File: src/rtl/write_port_arbiter_if.sv
// Write-port arbiter bus: per-port packet sources in, single SRAM write stream out.
interface write_port_arbiter_if #(
  parameter int unsigned num_of_ports       = 16,
  parameter int unsigned port_width         = 4,
  parameter int unsigned arbiter_data_width = 64
);
  logic [num_of_ports-1:0]                    req;
  logic [num_of_ports-1:0]                    pkt_vld;
  logic [num_of_ports-1:0]                    pkt_eop;
  logic [num_of_ports*arbiter_data_width-1:0] pkt_data;
  logic                                       sram_ready;
  logic [num_of_ports-1:0]                    gnt;
  logic                                       out_sop;
  logic                                       out_vld;
  logic                                       out_eop;
  logic                                       out_abort;
  logic [arbiter_data_width-1:0]              out_data;
  logic [port_width-1:0]                      out_port;
  logic                                       busy;

  // Packet sources and SRAM writer side
  modport master (
    output req, pkt_vld, pkt_eop, pkt_data, sram_ready,
    input  gnt, out_sop, out_vld, out_eop, out_abort, out_data, out_port, busy
  );

  // Arbiter side
  modport slave (
    input  req, pkt_vld, pkt_eop, pkt_data, sram_ready,
    output gnt, out_sop, out_vld, out_eop, out_abort, out_data, out_port, busy
  );
endinterface

File: src/rtl/write_port_arbiter.sv
// Round-robin arbiter granting one port at a time the SRAM write path for a
// whole packet, with a stall timeout that aborts a port that stops sending.
module write_port_arbiter #(
  parameter int unsigned num_of_ports       = 16,
  parameter int unsigned port_width         = 4,
  parameter int unsigned arbiter_data_width = 64,
  parameter int unsigned timeout_cycles     = 255
) (
  input  logic                 clk,
  input  logic                 rst,
  write_port_arbiter_if.slave  bus
);
  localparam int unsigned N       = num_of_ports;
  localparam int unsigned PW      = port_width;
  localparam int unsigned W       = arbiter_data_width;
  localparam logic [7:0]  TIMEOUT = 8'(timeout_cycles);

  typedef enum logic {IDLE, XFER} state_t;

  state_t          r_state,  w_state_nxt;
  logic [N-1:0]    r_gnt,    w_gnt_nxt;
  logic            r_sop,    w_sop_nxt;
  logic            r_vld,    w_vld_nxt;
  logic            r_eop,    w_eop_nxt;
  logic            r_abort,  w_abort_nxt;
  logic [W-1:0]    r_data,   w_data_nxt;
  logic [PW-1:0]   r_port,   w_port_nxt;
  logic [PW-1:0]   r_last,   w_last_nxt;
  logic [7:0]      r_stall,  w_stall_nxt;
  logic            r_first,  w_first_nxt;
  logic            r_busy,   w_busy_nxt;

  logic            w_sel_found;
  logic [PW-1:0]   w_sel;
  logic            w_accept;
  logic [7:0]      w_stall_inc;

  // Round-robin pick: first requester at or after last_grant+1, wrapping
  always_comb begin
    w_sel_found = 1'b0;
    w_sel       = '0;
    for (int unsigned i = 1; i <= N; i++) begin
      if (!w_sel_found && bus.req[PW'(r_last + PW'(i))]) begin
        w_sel_found = 1'b1;
        w_sel       = PW'(r_last + PW'(i));
      end
    end
  end

  assign w_accept    = (r_state == XFER) && bus.pkt_vld[r_port] && bus.sram_ready;
  assign w_stall_inc = r_stall + 8'd1;

  // Next-state and registered-output decode
  always_comb begin
    w_state_nxt = r_state;
    w_gnt_nxt   = r_gnt;
    w_sop_nxt   = 1'b0;
    w_vld_nxt   = 1'b0;
    w_eop_nxt   = 1'b0;
    w_abort_nxt = 1'b0;
    w_data_nxt  = r_data;
    w_port_nxt  = r_port;
    w_last_nxt  = r_last;
    w_stall_nxt = r_stall;
    w_first_nxt = r_first;

    case (r_state)
      IDLE: begin
        w_gnt_nxt = '0;
        if (w_sel_found && bus.sram_ready) begin
          w_state_nxt = XFER;
          w_gnt_nxt   = N'(1) << w_sel;
          w_port_nxt  = w_sel;
          w_last_nxt  = w_sel;
          w_stall_nxt = 8'd0;
          w_first_nxt = 1'b1;
        end
      end
      XFER: begin
        if (w_accept) begin
          w_vld_nxt   = 1'b1;
          w_sop_nxt   = r_first;
          w_eop_nxt   = bus.pkt_eop[r_port];
          w_data_nxt  = bus.pkt_data[r_port*W +: W];
          w_stall_nxt = 8'd0;
          w_first_nxt = 1'b0;
          if (bus.pkt_eop[r_port]) begin
            w_state_nxt = IDLE;
            w_gnt_nxt   = '0;
          end
        end else if (bus.sram_ready) begin
          // Stall only counts while the writer could have taken a beat
          if (w_stall_inc == TIMEOUT) begin
            w_abort_nxt = 1'b1;
            w_state_nxt = IDLE;
            w_gnt_nxt   = '0;
            w_stall_nxt = 8'd0;
          end else begin
            w_stall_nxt = w_stall_inc;
          end
        end
      end
      default: begin
        w_state_nxt = IDLE;
        w_gnt_nxt   = '0;
      end
    endcase

    w_busy_nxt = (w_state_nxt != IDLE);
  end

  // State and output registers
  always_ff @(posedge clk or negedge rst) begin
    if (!rst) begin
      r_state <= IDLE;
      r_gnt   <= '0;
      r_sop   <= 1'b0;
      r_vld   <= 1'b0;
      r_eop   <= 1'b0;
      r_abort <= 1'b0;
      r_data  <= '0;
      r_port  <= '0;
      r_last  <= PW'(N - 1);
      r_stall <= 8'd0;
      r_first <= 1'b0;
      r_busy  <= 1'b0;
    end else begin
      r_state <= w_state_nxt;
      r_gnt   <= w_gnt_nxt;
      r_sop   <= w_sop_nxt;
      r_vld   <= w_vld_nxt;
      r_eop   <= w_eop_nxt;
      r_abort <= w_abort_nxt;
      r_data  <= w_data_nxt;
      r_port  <= w_port_nxt;
      r_last  <= w_last_nxt;
      r_stall <= w_stall_nxt;
      r_first <= w_first_nxt;
      r_busy  <= w_busy_nxt;
    end
  end

  assign bus.gnt       = r_gnt;
  assign bus.out_sop   = r_sop;
  assign bus.out_vld   = r_vld;
  assign bus.out_eop   = r_eop;
  assign bus.out_abort = r_abort;
  assign bus.out_data  = r_data;
  assign bus.out_port  = r_port;
  assign bus.busy      = r_busy;
endmodule

File: src/flat_wrapper.sv
// flat-port wrapper written by rule: the top's interface ports become plain ports
module write_port_arbiter_flat 
#(
  parameter int unsigned num_of_ports       = 16,
  parameter int unsigned port_width         = 4,
  parameter int unsigned arbiter_data_width = 64,
  parameter int unsigned timeout_cycles     = 255
)
  (clk, rst, bus_req, bus_pkt_vld, bus_pkt_eop, bus_pkt_data, bus_sram_ready, bus_gnt, bus_out_sop, bus_out_vld, bus_out_eop, bus_out_abort, bus_out_data, bus_out_port, bus_busy);
  write_port_arbiter_if #(.num_of_ports(num_of_ports), .port_width(port_width), .arbiter_data_width(arbiter_data_width)) bus_i ();
  input  logic clk;
  input  logic rst;
  input wire logic [$bits(bus_i.req)-1:0] bus_req;
  input wire logic [$bits(bus_i.pkt_vld)-1:0] bus_pkt_vld;
  input wire logic [$bits(bus_i.pkt_eop)-1:0] bus_pkt_eop;
  input wire logic [$bits(bus_i.pkt_data)-1:0] bus_pkt_data;
  input wire logic [$bits(bus_i.sram_ready)-1:0] bus_sram_ready;
  output wire logic [$bits(bus_i.gnt)-1:0] bus_gnt;
  output wire logic [$bits(bus_i.out_sop)-1:0] bus_out_sop;
  output wire logic [$bits(bus_i.out_vld)-1:0] bus_out_vld;
  output wire logic [$bits(bus_i.out_eop)-1:0] bus_out_eop;
  output wire logic [$bits(bus_i.out_abort)-1:0] bus_out_abort;
  output wire logic [$bits(bus_i.out_data)-1:0] bus_out_data;
  output wire logic [$bits(bus_i.out_port)-1:0] bus_out_port;
  output wire logic [$bits(bus_i.busy)-1:0] bus_busy;
  assign bus_i.req = bus_req;
  assign bus_i.pkt_vld = bus_pkt_vld;
  assign bus_i.pkt_eop = bus_pkt_eop;
  assign bus_i.pkt_data = bus_pkt_data;
  assign bus_i.sram_ready = bus_sram_ready;
  assign bus_gnt = bus_i.gnt;
  assign bus_out_sop = bus_i.out_sop;
  assign bus_out_vld = bus_i.out_vld;
  assign bus_out_eop = bus_i.out_eop;
  assign bus_out_abort = bus_i.out_abort;
  assign bus_out_data = bus_i.out_data;
  assign bus_out_port = bus_i.out_port;
  assign bus_busy = bus_i.busy;
  write_port_arbiter #(.num_of_ports(num_of_ports), .port_width(port_width), .arbiter_data_width(arbiter_data_width), .timeout_cycles(timeout_cycles)) u_core (.clk(clk), .rst(rst), .bus(bus_i));
endmodule
File: config.mk
export PLATFORM = sky130hd
export DESIGN_NAME = write_port_arbiter_flat
export DESIGN_NICKNAME = d
export VERILOG_FILES = /design/src/rtl/write_port_arbiter_if.sv /design/src/rtl/write_port_arbiter.sv /design/src/flat_wrapper.sv
export SDC_FILE = /design/constraint.sdc
export NUM_CORES = 1
export LEC_CHECK = 0
export CORE_AREA = 2 2 457 459
export DETAILED_ROUTE_END_ITERATION = 8
export DIE_AREA = 0 0 459 461
export PLACE_DENSITY = 0.3
export SYNTH_ARGS = -nofsm -noshare
export SYNTH_HDL_FRONTEND = slang
export SYNTH_SLANG_ARGS = --single-unit
File: constraint.sdc
create_clock -name clk -period 4.97 [get_ports clk]
set_input_delay 1.2425 -clock clk [delete_from_list [all_inputs] [get_ports clk]]
set_output_delay 1.2425 -clock clk [all_outputs]
set_load 0.05 [all_outputs]
==> flow_summary_export.csv <==
group,metric,value,unit
logic_synthesis,synthFlopType,"dfrtp_1",
floorplanning,dieWidth,459,um
logic_synthesis,synthesis.nets,2054,
layout,instances_no_fill,4835,
cts,clk_pin_slew,0.09,ns
layout,area_delta_synth_final,110,%
power_and_ir_drop,power_density,537,nW/um^2
layout,nFillCells,23144,
timing,setup-violations-final,0,
logic_synthesis,ys_async_sr_fraction,100,%
layout,drive_gt1_share,25.9,%
cts,cts_tree,"built",
grt,grt_pass1_vias,17046,
grt,grt_pass1_wl,190000,um
worst_setup_path,crit_path_max_fanout,8,
min_path,min_path_type,"flip-flop to flip-flop",
grt,antenna_found_initial,128,
power_and_ir_drop,leakage,9.67,nW
timing,tightest_slew,0.935,ns
logic_synthesis,yosysWarnings,0,
route,antenna_left,0,
timing,min_period_over_period,89.7,%
placement,port_buffers,1163,
route,drt-initial-drc-count,907,
floorplanning,core_area,206000,um^2
layout,num-nets-final,3188,
route,drc,0,
logic_synthesis,seq_area_frac_synth,18.0,%
logic_synthesis,syn_inst,969,
worst_setup_path,crit_arrival,4.80,ns
logic_synthesis,synthSimpleGateAreaFrac,5.07,%
worst_setup_path,crit_path_start_kind,"input pin",
floorplanning,initial_utilization,6.87,%
timing,finalSetupTns,0,ns
route,routedWlPerCell,31.6,um
worst_setup_path,cp_num_buf_inv,3,
route,vias,15893,
cts,cts_resized,0,
worst_setup_path,critPathTopFamily,"multiplexers",
logic_synthesis,synth_top_family_by_area,"multiplexers",
worst_setup_path,critPathKind,"input pin to flip-flop",
logic_synthesis,synth_compound_area_share,6.81,%
cts,htree_levels,3,
cts,cts_setup_buffers,0,
placement,placed_cells,4796,
logic_synthesis,ys_ff_latch,102,
route,firstDrtPassIters,7,
logic_synthesis,synth_edf_count,0,
cts,hold_buffers,0,
grt,grt-ovfl-total,0,
cts,clkLatencyLatePin,0.45,ns
worst_setup_path,endpoint_kind,"flip-flop",
floorplanning,die_y,461,um
logic_synthesis,synth.avg_cell_area,14.6,um^2
floorplanning,dieArea,212000,um^2
route,vias_per_cell,3.29,
power_and_ir_drop,ir_worst_vdd,0.266,mV
timing,max_freq,224,MHz
timing,period_needed,4.46,ns
worst_setup_path,crit_slowest_cell,"mux4_2",
timing,relSlewSlack,37.5,%
placement,place_congestion,0.849,
timing,fin_skew,0.0222,ns
cts,cts_buffers,9,
timing,grt_setup_unrepaired,"no",
flow_run,drv_cap,0,
logic_synthesis,synth_area,14200,um^2
logic_synthesis,synthAdderAreaFrac,0.883,%
logic_synthesis,ys_types,77,
timing,finalHoldViolCount,0,
floorplanning,io-pin-count,1164,
power_and_ir_drop,total_power,16.0,mW
floorplanning,rows,167,
cts,numClockSinks,102,
grt,grt_usage,13.9,%
worst_setup_path,cpPeakStageDelay,0.63,ns
worst_setup_path,crit_path_cell_trace,"clkdlybuf4s50_1 > mux4_2 > mux4_2 > nor4_4 > buf_4 > nand4_4 > nor3_1 > o32ai_1 > or3_1 > buf_4 > o31ai_1",
timing,setup_slack,0.512,ns
run_status,status,"complete, no violations",
logic_synthesis,synth_mux_area_share,65.1,%
cts,cts_buffer_depth,2,
grt,grt_max_degree,91,
worst_setup_path,crit_required,5.32,ns
route,drt_wl_total,153000,um
timing,finalMaxSlewViolations,0,
logic_synthesis,synthXorXnorAreaFrac,0.741,%
placement,dpl.hpwl,135000,um
cts,cts_root_buf,"clkbuf_16",
placement,place_ws,0.124,ns
-- cells in the mapped netlist (8+ instances only) --
| master | n | area, um^2 |
|---|---|---|
| and2_1 | 8 | 50.1 |
| o21ai_0 | 21 | 105 |
| mux2i_1 | 24 | 240 |
| clkbuf_1 | 69 | 259 |
| nand2_1 | 52 | 195 |
| ha_1 | 10 | 125 |
| buf_1 | 19 | 71.3 |
| and3_1 | 8 | 50.1 |
| nand3_1 | 14 | 70.1 |
| dfrtp_1 | 98 | 2450 |
| mux2_2 | 80 | 901 |
| inv_1 | 15 | 56.3 |
| o31ai_1 | 19 | 143 |
| a21oi_1 | 17 | 85.1 |
| mux4_2 | 357 | 8040 |
| nor2_1 | 22 | 82.6 |
-- routing by layer --
| metal | routed length [um] | up-vias | part of all wire (%) | track usage, % |
|---|---|---|---|---|
| li1 | - | 6584 | - | - |
| met4 | 1900 | 64 | 1.2 | 1.71 |
| met3 | 12500 | 204 | 8.2 | 4.68 |
| met2 | 83900 | 866 | 55 | 26.9 |
| met5 | 395 | - | 0.26 | 0 |
| met1 | 54100 | 8175 | 35 | 14.8 |
-- stage by stage --
step / utilization [%] / hold slack, ns / area (um^2)
CTS: 14.4 / 0.496 / 29700
finish: 14.4 / 0.487 / 29700
detailed placement: 14.2 / 0.474 / 29400
global route: 14.4 / 0.527 / 29700
floorplan: - / 0.457 / 14200
global placement: 14.2 / 0.471 / 29400
-- kinds of logic (layout without fill, tap and decap cells) --
| group | count (synthesis) | after routing |
|---|---|---|
| mux | 464 | 464 |
| flops | 102 | 102 |
| other cells | 0 | 23 |
| simple gates | 138 | 138 |
| buf+inv | 116 | 1255 |
| xor+xnor | 12 | 12 |
| fa+ha+maj | 10 | 10 |
| compound gates | 127 | 127 |
-- worst paths after layout --
kind                                    start                 endpoint  slack [ns]  depth (start not counted)
max                                bus_req[4]        u_core.bus.gnt[5]        0.51                         11
min                        u_core.bus.gnt[15]       u_core.bus.gnt[15]        0.49                          2
max reg2reg                  u_core.r_last[1]        u_core.bus.gnt[5]        0.67                         12
min reg2reg                u_core.bus.gnt[15]       u_core.bus.gnt[15]        0.49                          2
max in group asynchronous                 rst  u_core.bus.out_data[59]        3.29                          2
min in group asynchronous                 rst        u_core.bus.gnt[9]        0.81                          1
-- layout by cell type (no fill, tap or decap), types with 4 or more instances in the layout --
cell type | Yosys | layout
a21boi_0 | 5 | 5
a21o_1 | 5 | 5
a21oi_1 | 17 | 17
and2_1 | 8 | 8
and3_1 | 8 | 8
buf_12 | 0 | 10
buf_4 | 2 | 50
clkbuf_16 | 0 | 9
clkdlybuf4s50_1 | 0 | 1162
dfrtp_1 | 98 | 95
dfstp_2 | 4 | 4
diode_2 | 0 | 23
ha_1 | 10 | 10
inv_1 | 15 | 14
inv_6 | 0 | 4
mux2_2 | 80 | 80
mux2i_1 | 24 | 24
mux4_2 | 357 | 357
nand2_1 | 52 | 52
nand2b_1 | 6 | 6
nand3_1 | 14 | 13
nand4_1 | 5 | 5
nor2_1 | 22 | 22
nor3_1 | 5 | 5
o211ai_1 | 6 | 6
o21ai_0 | 21 | 21
o21ai_1 | 4 | 4
o22ai_1 | 4 | 4
o31ai_1 | 19 | 19
xnor2_1 | 7 | 7
xor2_1 | 5 | 5
-- power breakdown --
| part | switching, mW | leakage (nW) | internal, mW | total, mW |
|---|---|---|---|---|
| Combinational | 7.46 | 8.27 | 6.04 | 13.5 |
| Clock | 0.511 | 0.148 | 0.360 | 0.871 |
| Sequential | 0.367 | 1.25 | 1.22 | 1.59 |
| Total | 8.34 | 9.67 | 7.63 | 16.0 |
-- sequential cells by signal (all words and copies together) (netlist names), 4 cells and up --
register,cells
u_core.bus.out_data,64
u_core.bus.gnt,16
u_core.r_stall,8
u_core.bus.out_port,4
u_core.r_last,4
-- tightest hold or removal path, stage by stage (launching register included) --
cell     delay [ns]
dfrtp_1        0.35
nand2_1        0.05
o31ai_1        0.05
-- area by class of cell --
cell class | count | area [um^2] | area share [%]
Clock inverter | 7 | 73.8 | 0.248
Timing Repair Buffer | 1223 | 12200 | 41.1
Inverter | 16 | 65.1 | 0.219
Multi-Input combinational cell | 751 | 11200 | 37.5
Tap cell | 2704 | 3380 | 11.4
Sequential cell | 102 | 2570 | 8.64
Antenna cell | 23 | 57.6 | 0.194
Clock buffer | 9 | 225 | 0.757
No activity file was read; power rests on OpenSTA's default activity.
